**config.mk**
```make
export PLATFORM = sky130hd
export DESIGN_NAME = sample_avg_tx_feeder
export DESIGN_NICKNAME = d
export VERILOG_FILES = /design/src/rtl/sample_avg_tx_feeder.sv
export SDC_FILE = /design/constraint.sdc
export NUM_CORES = 1
export LEC_CHECK = 0
export CORE_UTILIZATION = 45
export DETAILED_ROUTE_END_ITERATION = 10
export PLACE_DENSITY = 0.67
export SYNTH_ARGS = -nofsm -noshare
export SYNTH_HDL_FRONTEND = slang
export SYNTH_SLANG_ARGS = --single-unit
```
**constraint.sdc**
```tcl
create_clock -name clk -period 4.65 [get_ports clk]
set_input_delay 0.93 -clock clk [delete_from_list [all_inputs] [get_ports clk]]
set_output_delay 0.93 -clock clk [all_outputs]
set_load 0.05 [all_outputs]
```
**src/rtl/sample_avg_tx_feeder.sv**
```systemverilog
// Purpose : averages groups of 2^AVG_LOG2 unsigned 16-bit samples, keeps one mean
//           pending and hands it to the UART frame transmitter via tx_start / tx_done.
// Latency : last sample of a group in cycle n -> mean pending in n+1 -> tx_start/data_out in n+2.
// Backpr. : no backpressure on the sample stream; a newer mean overwrites an unsent one
//           (newest wins) and overrun_cnt counts the loss, saturating at 255.
// Ports   : clk, rst_n (async, active-low), enable, sample_valid, sample_data[15:0],
//           tx_done (1 = transmitter idle), tx_start, data_out[15:0], overrun_cnt[7:0],
//           tx_fault (sticky, transmitter never acknowledged a start).
module sample_avg_tx_feeder #(
   parameter int AVG_LOG2      = 2,
   parameter int START_TIMEOUT = 15
) (
   input  logic        clk,
   input  logic        rst_n,
   input  logic        enable,
   input  logic        sample_valid,
   input  logic [15:0] sample_data,
   input  logic        tx_done,
   output logic        tx_start,
   output logic [15:0] data_out,
   output logic [7:0]  overrun_cnt,
   output logic        tx_fault
);

   localparam int AW   = 16 + AVG_LOG2;
   // One timer serves both the START timeout and the 3-cycle GAP.
   localparam int TMAX = (START_TIMEOUT > 3) ? START_TIMEOUT : 3;
   localparam int TW   = $clog2(TMAX + 1);

   typedef enum logic [1:0] {
      IDLE  = 2'd0,
      START = 2'd1,
      BUSY  = 2'd2,
      GAP   = 2'd3
   } state_t;

   logic [AW-1:0]       acc;
   logic [AW-1:0]       sum;
   logic [AVG_LOG2-1:0] cnt;
   logic                grp_done;
   logic [15:0]         mean;
   logic [15:0]         pend_data;
   logic                pend_valid;

   state_t              state;
   state_t              state_nxt;
   logic [TW-1:0]       tmr;
   logic [TW-1:0]       tmr_nxt;
   logic                tx_start_nxt;
   logic                load;
   logic                fault_set;

   // The accumulator is wide enough that the full group sum never wraps.
   assign sum      = acc + AW'(sample_data);
   assign mean     = 16'(sum >> AVG_LOG2);
   assign grp_done = enable && sample_valid && (cnt == '1);

   // Accumulator and sample count; held cleared while disabled.
   always_ff @(posedge clk or negedge rst_n) begin
      if (!rst_n) begin
         acc <= '0;
         cnt <= '0;
      end else if (!enable) begin
         acc <= '0;
         cnt <= '0;
      end else if (sample_valid) begin
         if (grp_done) begin
            acc <= '0;
            cnt <= '0;
         end else begin
            acc <= sum;
            cnt <= cnt + AVG_LOG2'(1);
         end
      end
   end

   // Single pending slot. A same-cycle consume and complete is not an overrun:
   // the old word leaves through data_out while the new one takes its place.
   always_ff @(posedge clk or negedge rst_n) begin
      if (!rst_n) begin
         pend_data   <= '0;
         pend_valid  <= 1'b0;
         overrun_cnt <= '0;
      end else if (grp_done) begin
         pend_data  <= mean;
         pend_valid <= 1'b1;
         if (pend_valid && !load && (overrun_cnt != 8'hFF)) begin
            overrun_cnt <= overrun_cnt + 8'd1;
         end
      end else if (load) begin
         pend_valid <= 1'b0;
      end
   end

   // Handshake FSM: state register.
   always_ff @(posedge clk or negedge rst_n) begin
      if (!rst_n) begin
         state    <= IDLE;
         tmr      <= '0;
         tx_start <= 1'b0;
         data_out <= '0;
         tx_fault <= 1'b0;
      end else begin
         state    <= state_nxt;
         tmr      <= tmr_nxt;
         tx_start <= tx_start_nxt;
         if (load) begin
            data_out <= pend_data;
         end
         if (fault_set) begin
            tx_fault <= 1'b1;
         end
      end
   end

   // Handshake FSM: next state and registered-output inputs. tx_start is a
   // register so the transmitter's synchroniser never sees a decode glitch.
   always_comb begin
      state_nxt    = state;
      tmr_nxt      = tmr;
      tx_start_nxt = 1'b0;
      load         = 1'b0;
      fault_set    = 1'b0;
      case (state)
         IDLE: begin
            // Waiting for tx_done=1 here also covers a reset taken mid-frame.
            if (pend_valid && tx_done) begin
               load         = 1'b1;
               tx_start_nxt = 1'b1;
               tmr_nxt      = '0;
               state_nxt    = START;
            end
         end
         START: begin
            if (!tx_done) begin
               state_nxt = BUSY;
            end else if (tmr == TW'(START_TIMEOUT - 1)) begin
               // Word is dropped, not retried; GAP still guarantees a low level.
               fault_set = 1'b1;
               tmr_nxt   = '0;
               state_nxt = GAP;
            end else begin
               tx_start_nxt = 1'b1;
               tmr_nxt      = tmr + TW'(1);
            end
         end
         BUSY: begin
            if (tx_done) begin
               state_nxt = IDLE;
            end
         end
         GAP: begin
            if (tmr == TW'(2)) begin
               state_nxt = IDLE;
            end else begin
               tmr_nxt = tmr + TW'(1);
            end
         end
         default: begin
            state_nxt = IDLE;
         end
      endcase
   end

endmodule

```
==> metrics.txt <==
run status=finished, final reports clean; worst slew pin tran=749 ps; fin crit period=3010 ps; R2R Path Start=acc[0]$_DFFE_PN0P_; vias per inst=5.31; DRC Markers=0; Non-Filler Instances=492; nature of the critical path endpoint=flip-flop; largest net degree at the start of global routing=38; post-cts sizing count=0; RSZ-0062 raised after global routing=no; Yosys top cell by area=dfrtp_1; leak pwr=a little under 2 nW; Buffers on Ports=46; CORE AREA=just under 8000 um^2; crit path kind=input port to flip-flop; CP required=4880 ps; sequential area share after synthesis=48.4%; clock tree buffer depth=2; PwrDens=between 400 and 500 nW/um^2; placed cell count=476; worst clock skew=between 10 and 15 ps; GR met1 Demand/Resource=26.4%; Clock Tree Root=clkbuf_8; # setup viols final=0; Antenna Nets Post-Route=0; async set-reset flop share out of synthesis=100%; P&R area growth vs syn=21.1%; Final Worst Setup Slack=about 1600 ps; fin util=56.2%; CP Launch Type=input port; CTS Hold Bufs=0; R2R Setup Slk=about 2300 ps; gr busiest metal=met2; worst min path class=flip-flop to flip-flop; grt total ovfl=0; synthesized instance count=roughly 330; Finished Cell Area=4320 um^2; r2r worst-path depth=8; Worst VDD drop=between 0.15 and 0.2 mV; Fin Setup TNS=0 ps; H-tree levels=3; Routed WL per cell=~15 um; Final nets=427; post-synth top area share=48.4%; Post-Syn Nets=376; Worst path max stage delay=between 400 and 500 ps; clock latency on the worst-skew pair=350 ps; Seq cells post-synth=69; GRT met3 Usage=6.11%; Setup crit start=sample_data[0]; share of cells above drive strength 1=about 15%; post-CTS setup buffers=0; diode count=0; Post-Route WL=7.18 mm; drt first pass iters=4; Starting Density=a little under half; HPWL after detailed placement=5.18 mm; die area=8290 um^2; Hold WS=between 400 and 500 ps; Post-Syn Area=3570 um^2; top post-synthesis cells by area=dfrtp_1 (48%), ha_1 (7.0%), mux2_2 (6.0%); fmax=0.332 GHz; crit path to=acc[16]$_DFFE_PN0P_; Total GRT Usage=19.4%; crit path cell chain=clkdlybuf4s50_1 -> ha_1 -> fa_1 -> a21o_1 -> a221oi_2 -> nand3b_1 -> a31o_2 -> a21oi_1 -> mux2_2; clk sink count=69; 1st-iter DRT viols=95; Post-synth top cells=dfrtp_1 (69), nand2_1 (43), o21ai_0 (33); Synth cell types=52; CTS buffer count=9; most common cell in the netlist=dfrtp_1; prevailing post-synth register cell=dfrtp_1; Slew Limit Headroom=50.1%; EDFF count, synth=0; Reg-to-Reg End=acc[16]$_DFFE_PN0P_; Pins Over Slew Limit=0; Rows=32; period utilization=64.7%; Syn Area/Cell=10.7 um^2; Max-cap violations=0; GR Util met2=29.8%; Final Hold Fails=0; CP max stage cell=fa_1; vias in the first global route=2,586; DP Worst Slack=1290 ps; Clock transition at path regs=70 ps; global-route wire length before repair=12.4 mm; Tot Pwr=1.86 mW; DIE WIDTH=between 90 and 100 um; YS warnings=0; Placed Area=4150 um^2; critical path data arrival time=3240 ps; CP Max Fanout=4; initial antenna violation count=0; gpl congestion=0.957; # IOs=47; CTS tree=done; total number of vias=2,611; chip height=91.0 um
-- worst min-delay path by stage --
stage                               from                   endpoint  cells after the start
4_1_cts             tx_fault$_DFFE_PN0P_       tx_fault$_DFFE_PN0P_                      1
6_report       pend_data[11]$_DFFE_PN0P_  pend_data[11]$_DFFE_PN0P_                      2
3_3_place_gp        tx_fault$_DFFE_PN0P_       tx_fault$_DFFE_PN0P_                      1
2_1_floorplan   pend_data[0]$_DFFE_PN0P_   pend_data[0]$_DFFE_PN0P_                      2
3_5_place_dp        tx_fault$_DFFE_PN0P_       tx_fault$_DFFE_PN0P_                      1
5_1_grt             tx_fault$_DFFE_PN0P_       tx_fault$_DFFE_PN0P_                      1
-- kinds of logic (layout without fill, tap and decap cells) --
| family | count (synthesis) | after routing | synth area share [%] |
|---|---|---|---|
| and+or+nand+nor | 91 | 91 | 12.5 |
| AOI/OAI and AO/OA | 89 | 89 | 16.9 |
| DFF | 69 | 69 | 48.4 |
| xor gates and xnor gates | 23 | 23 | 5.65 |
| muxes | 22 | 22 | 6.84 |
| adders and majority gates | 21 | 21 | 7.58 |
| buffers and inverters | 19 | 75 | 2.14 |
-- placed cells by master (no fill, tap or decap), drive strengths merged, types with 3 or more instances in the layout --
cell type	netlist	layout
a21oi	21	21
and2	4	4
a31o	5	5
nor2	8	8
clkinv	0	3
buf	3	5
mux2	19	19
clkbuf	7	10
dfrtp	69	69
o21bai	6	6
nand3	13	13
inv	9	10
nand2	43	43
xor2	8	8
xnor2	15	15
clkdlybuf4s50	0	45
and3	7	7
a22o	3	3
o21ai	33	33
mux2i	3	3
nor2b	5	5
a21o	3	3
ha	20	20
-- critical path, delay by kind of cell --
family          cells  cell delay (ps)
simple gates        1              180
buf+inv             1              400
mux                 1              260
compound gates      4              830
fa+ha+maj           2              630
-- layer usage --
layer	vias up	share of wire, %
li1	1299	-
met1	1255	49
met2	48	46
met3	9	3.5
met4	0	1.1
met5	-	0
-- report_power, final --
| group | switching [mW] | internal [mW] | leakage (nW) |
|---|---|---|---|
| Sequential | 0.0887 | 0.716 | 0.934 |
| Clock | 0.232 | 0.192 | 0.0824 |
| Combinational | 0.363 | 0.263 | 0.951 |
| Total | 0.684 | 1.17 | 1.97 |
-- cell type report --
cell class | count | area [um^2]
fill | 734 | 3370
multi-input combinational | 246 | 1780
sequential | 69 | 1730
timing repair buffer | 50 | 485
clock buffer | 10 | 128
tap | 102 | 128
clock inverter | 6 | 38.8
inverter | 9 | 33.8
-- flip-flops by register name, indices dropped and copies added (netlist names) --
| register | count |
|---|---|
| state | 2 |
| overrun_cnt | 8 |
| pend_data | 16 |
| acc | 18 |
| data_out | 16 |
| tx_start | 1 |
| tmr | 4 |
| pend_valid | 1 |
| cnt | 2 |
| tx_fault | 1 |
Note: power is estimated with default switching activity, not from simulation.
